<file path="src/rtl/uart_pkg.sv">
// Shared types and frame constants for the 8-bit UART transmitter.
// Honours macro UART_TX8_PARITY_EN (adds one even-parity bit per frame).
package uart_pkg;

   typedef enum logic [2:0] {
      IDLE,
      START,
      DATA,
      PARITY,
      STOP
   } state_t;

   localparam int unsigned DATA_BITS = 8;
   localparam int unsigned STOP_BITS = 1;

`ifdef UART_TX8_PARITY_EN
   localparam int unsigned PARITY_BITS = 1;
`else
   localparam int unsigned PARITY_BITS = 0;
`endif

   // start + data + optional parity + stop
   localparam int unsigned FRAME_BITS = 1 + DATA_BITS + PARITY_BITS + STOP_BITS;

   function automatic int unsigned frame_cycles(input int unsigned clks_per_bit);
      return FRAME_BITS * clks_per_bit;
   endfunction

endpackage

</file>
<file path="src/rtl/uart_tx8_if.sv">
// Load handshake and serial output of uart_tx8, grouped as one bundle.
// Signal set is identical with or without UART_TX8_PARITY_EN.
interface uart_tx8_if;

   logic [7:0] data_In;
   logic       en;
   logic       ready;
   logic       busy;
   logic       tx;

   modport master (
      output data_In,
      output en,
      input  ready,
      input  busy,
      input  tx
   );

   modport slave (
      input  data_In,
      input  en,
      output ready,
      output busy,
      output tx
   );

endinterface

</file>
<file path="src/rtl/baud_div.sv">
// Bit-period strobe: tick is high on the last cycle of each CLKS_PER_BIT window.
// Independent of UART_TX8_PARITY_EN.
module baud_div #(
   parameter int unsigned CLKS_PER_BIT = 16
) (
   input  logic clk,
   input  logic res,
   input  logic clear,
   output logic tick
);

   localparam int unsigned CW = $clog2(CLKS_PER_BIT);

   logic [CW-1:0] cnt;

   assign tick = (cnt == CW'(CLKS_PER_BIT - 1));

   always_ff @(posedge clk or posedge res) begin
      if (res) begin
         cnt <= '0;
      end else if (clear || tick) begin
         cnt <= '0;
      end else begin
         cnt <= cnt + CW'(1);
      end
   end

endmodule

</file>
<file path="src/rtl/uart_tx8.sv">
// 8N1 UART transmitter with registered outputs; define UART_TX8_PARITY_EN
// to insert an even-parity bit between the data bits and the stop bit.
module uart_tx8
   import uart_pkg::*;
#(
   parameter int unsigned CLKS_PER_BIT = 16
) (
   input  logic        clk,
   input  logic        res,
   uart_tx8_if.slave   bus
);

   state_t     state, state_n;
   logic [7:0] shreg, shreg_n;
   logic [2:0] bitcnt, bitcnt_n;
   logic       tick;
   logic       baud_clear;
   logic       tx_n;
`ifdef UART_TX8_PARITY_EN
   logic       par, par_n;
`endif

   // Holding the divider clear in IDLE makes the acceptance edge restart the bit period.
   assign baud_clear = (state == IDLE);

   baud_div #(.CLKS_PER_BIT(CLKS_PER_BIT)) u_baud (
      .clk   (clk),
      .res   (res),
      .clear (baud_clear),
      .tick  (tick)
   );

   always_ff @(posedge clk or posedge res) begin
      if (res) begin
         state     <= IDLE;
         shreg     <= '0;
         bitcnt    <= '0;
         bus.tx    <= 1'b1;
         bus.ready <= 1'b1;
         bus.busy  <= 1'b0;
`ifdef UART_TX8_PARITY_EN
         par       <= 1'b0;
`endif
      end else begin
         state     <= state_n;
         shreg     <= shreg_n;
         bitcnt    <= bitcnt_n;
         bus.tx    <= tx_n;
         bus.ready <= (state_n == IDLE);
         bus.busy  <= (state_n != IDLE);
`ifdef UART_TX8_PARITY_EN
         par       <= par_n;
`endif
      end
   end

   always_comb begin
      state_n  = state;
      shreg_n  = shreg;
      bitcnt_n = bitcnt;
`ifdef UART_TX8_PARITY_EN
      par_n    = par;
`endif
      case (state)
         IDLE: begin
            if (bus.en) begin
               shreg_n  = bus.data_In;
               bitcnt_n = '0;
`ifdef UART_TX8_PARITY_EN
               par_n    = ^bus.data_In;
`endif
               state_n  = START;
            end
         end
         START: begin
            if (tick) state_n = DATA;
         end
         DATA: begin
            if (tick) begin
               shreg_n  = {1'b0, shreg[7:1]};
               bitcnt_n = bitcnt + 3'd1;
               if (bitcnt == 3'(DATA_BITS - 1)) begin
`ifdef UART_TX8_PARITY_EN
                  state_n = PARITY;
`else
                  state_n = STOP;
`endif
               end
            end
         end
`ifdef UART_TX8_PARITY_EN
         PARITY: begin
            if (tick) state_n = STOP;
         end
`endif
         STOP: begin
            if (tick) state_n = IDLE;
         end
         default: state_n = IDLE;
      endcase

      // Output is decoded from the next state so tx changes on the same edge as the state.
      tx_n = 1'b1;
      case (state_n)
         START:   tx_n = 1'b0;
         DATA:    tx_n = shreg_n[0];
`ifdef UART_TX8_PARITY_EN
         PARITY:  tx_n = par_n;
`endif
         default: tx_n = 1'b1;
      endcase
   end

endmodule

</file>
<file path="src/flat_wrapper.sv">
// flat-port wrapper written by rule: the top's interface ports become plain ports
module uart_tx8_flat import uart_pkg::*;
#(
   parameter int unsigned CLKS_PER_BIT = 16
)
  (clk, res, bus_data_In, bus_en, bus_ready, bus_busy, bus_tx);
  uart_tx8_if bus_i ();
  input  logic clk;
  input  logic res;
  input wire logic [$bits(bus_i.data_In)-1:0] bus_data_In;
  input wire logic [$bits(bus_i.en)-1:0] bus_en;
  output wire logic [$bits(bus_i.ready)-1:0] bus_ready;
  output wire logic [$bits(bus_i.busy)-1:0] bus_busy;
  output wire logic [$bits(bus_i.tx)-1:0] bus_tx;
  assign bus_i.data_In = bus_data_In;
  assign bus_i.en = bus_en;
  assign bus_ready = bus_i.ready;
  assign bus_busy = bus_i.busy;
  assign bus_tx = bus_i.tx;
  uart_tx8 #(.CLKS_PER_BIT(CLKS_PER_BIT)) u_core (.clk(clk), .res(res), .bus(bus_i));
endmodule
</file>
<file path="config.mk">
export PLATFORM = sky130hd
export DESIGN_NAME = uart_tx8_flat
export DESIGN_NICKNAME = d
export VERILOG_FILES = /design/src/rtl/uart_pkg.sv /design/src/rtl/uart_tx8_if.sv /design/src/rtl/baud_div.sv /design/src/rtl/uart_tx8.sv /design/src/flat_wrapper.sv
export SDC_FILE = /design/constraint.sdc
export NUM_CORES = 1
export LEC_CHECK = 0
export ABC_AREA = 1
export CORE_ASPECT_RATIO = 0.75
export CORE_MARGIN = 4
export CORE_UTILIZATION = 40
export CTS_BUF_LIST = sky130_fd_sc_hd__clkbuf_16
export CTS_CLUSTER_DIAMETER = 100
export DETAILED_ROUTE_END_ITERATION = 12
export RECOVER_POWER = 50
export SYNTH_ARGS = -nofsm -noshare
export SYNTH_HDL_FRONTEND = slang
export SYNTH_SLANG_ARGS = --single-unit
</file>
<file path="constraint.sdc">
create_clock -name clk -period 2.3 [get_ports clk]
set_input_delay 0.69 -clock clk [delete_from_list [all_inputs] [get_ports clk]]
set_output_delay 0.69 -clock clk [all_outputs]
set_load 0.01 [all_outputs]
</file>
==> run summary <==
==================================================================================================
Core ar.                                                                                  2308 µm²
Share of flip-flops with an asynchronous set or reset after synthesis                       100.0%
Diode count                                                                                      0
Clock latency reported for the late side of the worst-skew pair                            0.25 ns
Sequential cell area                                                                     528.0 µm²
Drc violations                                                                                   0
Clock period minus worst slack                                                            1.979 ns
Via count of the first global-routing pass                                                     683
Critical path destination                                                                   bus_tx
TritonCTS clock tree                                                                           yes
Accumulated negative setup slack                                                              0 ns
Pwr Total                                                                                 1.346 mW
Die Y-Extent                                                                              50.64 µm
Floorplan row count                                                                             15
Area share of the largest cell type after synthesis                                         49.03%
Category of the most critical setup path                                                reg -> out
Area added between synthesis and finish                                                     24.26%
Top-level port count                                                                            14
Antenna violations before repair                                                                 0
CTS Hold Buffers Added                                                                           0
CP Data Arrival Time                                                                       1.29 ns
Static leakage                                                                           0.5941 nW
Starting density of the core                                                                42.01%
Crit path required time                                                                    1.61 ns
Die width                                                                                 64.86 µm
Crit-path cells                                                                       clkdlybuf4s50_1
Switching power total                                                                     423.2 µW
Worst-case vdd ir drop                                                                   0.6801 mV
Antenna-violating nets left                                                                      0
Outcome                                                                                  completed
GR Overflow Total                                                                                0
Setup skew after layout                                                                0.001537 ns
TritonCTS Sinks                                                                                 21
RD Place Congestion                                                                         0.7599
Routed vias                                                                                    712
Count of buffers inserted at the top-level ports                                                13
Clock share of power                                                                         26.6%
Final setup violating endpoints                                                                  0
Synth top area cells                                                                  sky130_fd_sc_hd__dfrtp_1 (49%), sky130_fd_sc_hd__nand2_1 (17%), sky130_fd_sc_hd__dfstp_2 (5.4%)
Setup crit end kind                                                                     output pin
Count of max-cap constraint violations                                                           0
Vias per cell                                                                                4.450
Die area                                                                                  3284 µm²
Top-count cell post-synth                                                             sky130_fd_sc_hd__nand2_1
Worst min path class                                                                    reg -> reg
Number of cells upsized or downsized after cts                                                   0
Number of nets in the final layout                                                             141
Area of the multi-input gates                                                            380.4 µm²
Detailed Route Iter0 Violations                                                                 31
Number of pins exceeding their max-slew limit in the final report                                0
Number of buffers on the longest clock path                                                      2
CTS root buffer                                                                       sky130_fd_sc_hd__clkbuf_16
GRT Resource Usage Total                                                                    12.38%
Post-CTS setup buffers                                                                           0
Logic depth of the worst register-to-register path                                               6
Yosys top cell by area                                                                sky130_fd_sc_hd__dfrtp_1
Most frequently used flop master after synthesis                                      sky130_fd_sc_hd__dfrtp_1
CTS Buf Count                                                                                    3
Number of buffer and inverter stages on the critical path                                        1
Launching element of the worst setup path                                             u_core.bus.tx
Clock transition time at the flip-flop clock pins of the worst setup and hold paths        0.05 ns
Internal reg-to-reg setup slack                                                            0.65 ns
Slowest stage cell on the critical path                                               sky130_fd_sc_hd__clkdlybuf4s50_1
Final HPWL from detailed placement                                                         1322 µm
Max Fanout on Critical Path                                                                      1
Final hold slack                                                                         0.4706 ns
Number of warning messages in the yosys log                                                      0
Number of distinct library cell variants in the gate-level netlist after synthesis              19
Post-synthesis area per instance                                                         8.979 µm²
Part of the total power dissipated in combinational logic                                    28.8%
Share of the clock period used by the worst path                                            86.06%
Internal power                                                                            922.6 µW
Worst Max-Slew Pin Slew                                                                  0.5057 ns
Worst Setup Slack post-DPL                                                               0.4147 ns
Least setup slack across all paths after layout                                          0.3206 ns
Switching power share of the total                                                          31.44%
Number of nets in the synthesized netlist                                                      122
Setup repair after global routing missed its margin                                             no
Final Routed Wirelength                                                                    1736 µm
Number of endpoints with negative hold slack in the final report                                 0
Routed wire per std cell                                                                  10.85 µm
FMAX                                                                                     505.2 MHz
Largest stage delay, worst path                                                            0.53 ns
Most instantiated cells after synthesis                                               sky130_fd_sc_hd__nand2_1 (43), sky130_fd_sc_hd__dfrtp_1 (19), sky130_fd_sc_hd__inv_1 (10)
Number of synthesized flops with an enable pin                                                   0
Fill cell count                                                                                220
Synthesized netlist cell count                                                                 108
Kind of start point of the critical path                                                      flop
Path length in cells of the critical path                                                        1
Largest net degree at the start of global routing                                               14
Combined area of all synthesized cells                                                   969.7 µm²
Global-route wire length before repair                                                     3042 µm
Flop pwr share                                                                               44.6%
Number of iterations in the first detailed-routing pass                                          4
Power density over the cells                                                           1117 nW/µm²
Fraction of final layout cells with drive strength greater than 1                           7.937%
Maximum level of the CTS H-tree                                                                  1
Yosys reg bits                                                                                  21
Source of the worst register-to-register timing path                                  u_core.u_baud.cnt[0]
Max transition margin                                                                       66.25%
Endpoint of the worst-slack reg-to-reg timing path                                    u_core.bitcnt[0]
Sequential fraction of the synthesis area                                                   54.45%
Cell family contributing the most delay on the critical path                          buffers and inverters
==================================================================================================
state kept, by name, indices dropped and copies added, names as in the netlist:
signal             cells
u_core.shreg           8
u_core.u_baud.cnt      4
u_core.bitcnt          3
u_core.state           3
u_core.bus.busy        1
u_core.bus.ready       1
u_core.bus.tx          1
routing by layer:
metal	GRT usage (%)	up-vias	wire length (µm)
met5	0	-	0
met4	3.158	0	0
met3	6.488	0	103
met2	16.47	10	716
met1	17.34	324	916
li1	-	378	-
layout make-up:
type	count	area share, %
clock buffer	3	6.231
clock inverter	1	0.3115
inverter	11	3.427
multi-input combinational	76	31.57
sequential	21	43.82
tap	34	3.531
timing repair buffer	14	11.11
power groups by stage:
stage	logic, mW	registers (mW)	clock network, mW
5_1_grt	0.443	0.616	0.386
6_report	0.387	0.601	0.358
4_1_cts	0.402	0.607	0.370
3_3_place_gp	0.391	0.611	0
2_1_floorplan	0.269	0.606	0
3_5_place_dp	0.402	0.613	0
worst min path at each step:
| stage | from | endpoint | slack (ns) | depth (start not counted) |
|---|---|---|---|---|
| after floorplan | u_core.u_baud.cnt[0] | u_core.u_baud.cnt[0] | 0.43 | 1 |
| after global placement | u_core.u_baud.cnt[0] | u_core.u_baud.cnt[0] | 0.45 | 1 |
| after detailed placement | u_core.shreg[7] | u_core.shreg[7] | 0.47 | 2 |
| after CTS | u_core.shreg[7] | u_core.shreg[7] | 0.48 | 2 |
| after global routing | u_core.shreg[5] | u_core.shreg[5] | 0.50 | 2 |
| final | u_core.u_baud.cnt[0] | u_core.u_baud.cnt[0] | 0.47 | 1 |
through the flow:
| stage | util (%) | cell area [µm²] | instances |
|---|---|---|---|
| floorplan | - | 969.7 | 108 |
| global placement | 49.81 | 1150 | 156 |
| detailed placement | 49.81 | 1150 | 156 |
| CTS | 53.22 | 1229 | 160 |
| global route | 52.20 | 1205 | 160 |
| finish | 52.20 | 1205 | 160 |
logic make-up (layout without fill, tap and decap cells):
| family | Yosys count | in the layout | share of synthesized area, % |
|---|---|---|---|
| buffers and inverters | 11 | 29 | 4.258 |
| AOI/OAI and AO/OA | 5 | 5 | 3.613 |
| adders and majority gates | 3 | 3 | 3.871 |
| DFF | 21 | 21 | 54.45 |
| xor gates and xnor gates | 2 | 2 | 1.807 |
| and+or+nand+nor | 66 | 66 | 32.00 |
layout by cell type (no fill, tap or decap), types with 3 or more instances in the layout:
| cell | count |
|---|---|
| sky130_fd_sc_hd__dfrtp_1 | 19 |
| sky130_fd_sc_hd__o21ai_0 | 3 |
| sky130_fd_sc_hd__nor2_1 | 6 |
| sky130_fd_sc_hd__clkbuf_16 | 3 |
| sky130_fd_sc_hd__nand2_1 | 43 |
| sky130_fd_sc_hd__ha_1 | 3 |
| sky130_fd_sc_hd__nand3_1 | 10 |
| sky130_fd_sc_hd__inv_1 | 11 |
| sky130_fd_sc_hd__clkdlybuf4s50_1 | 12 |
| sky130_fd_sc_hd__nor2_4 | 4 |
Power figures use the tool's default switching activity.
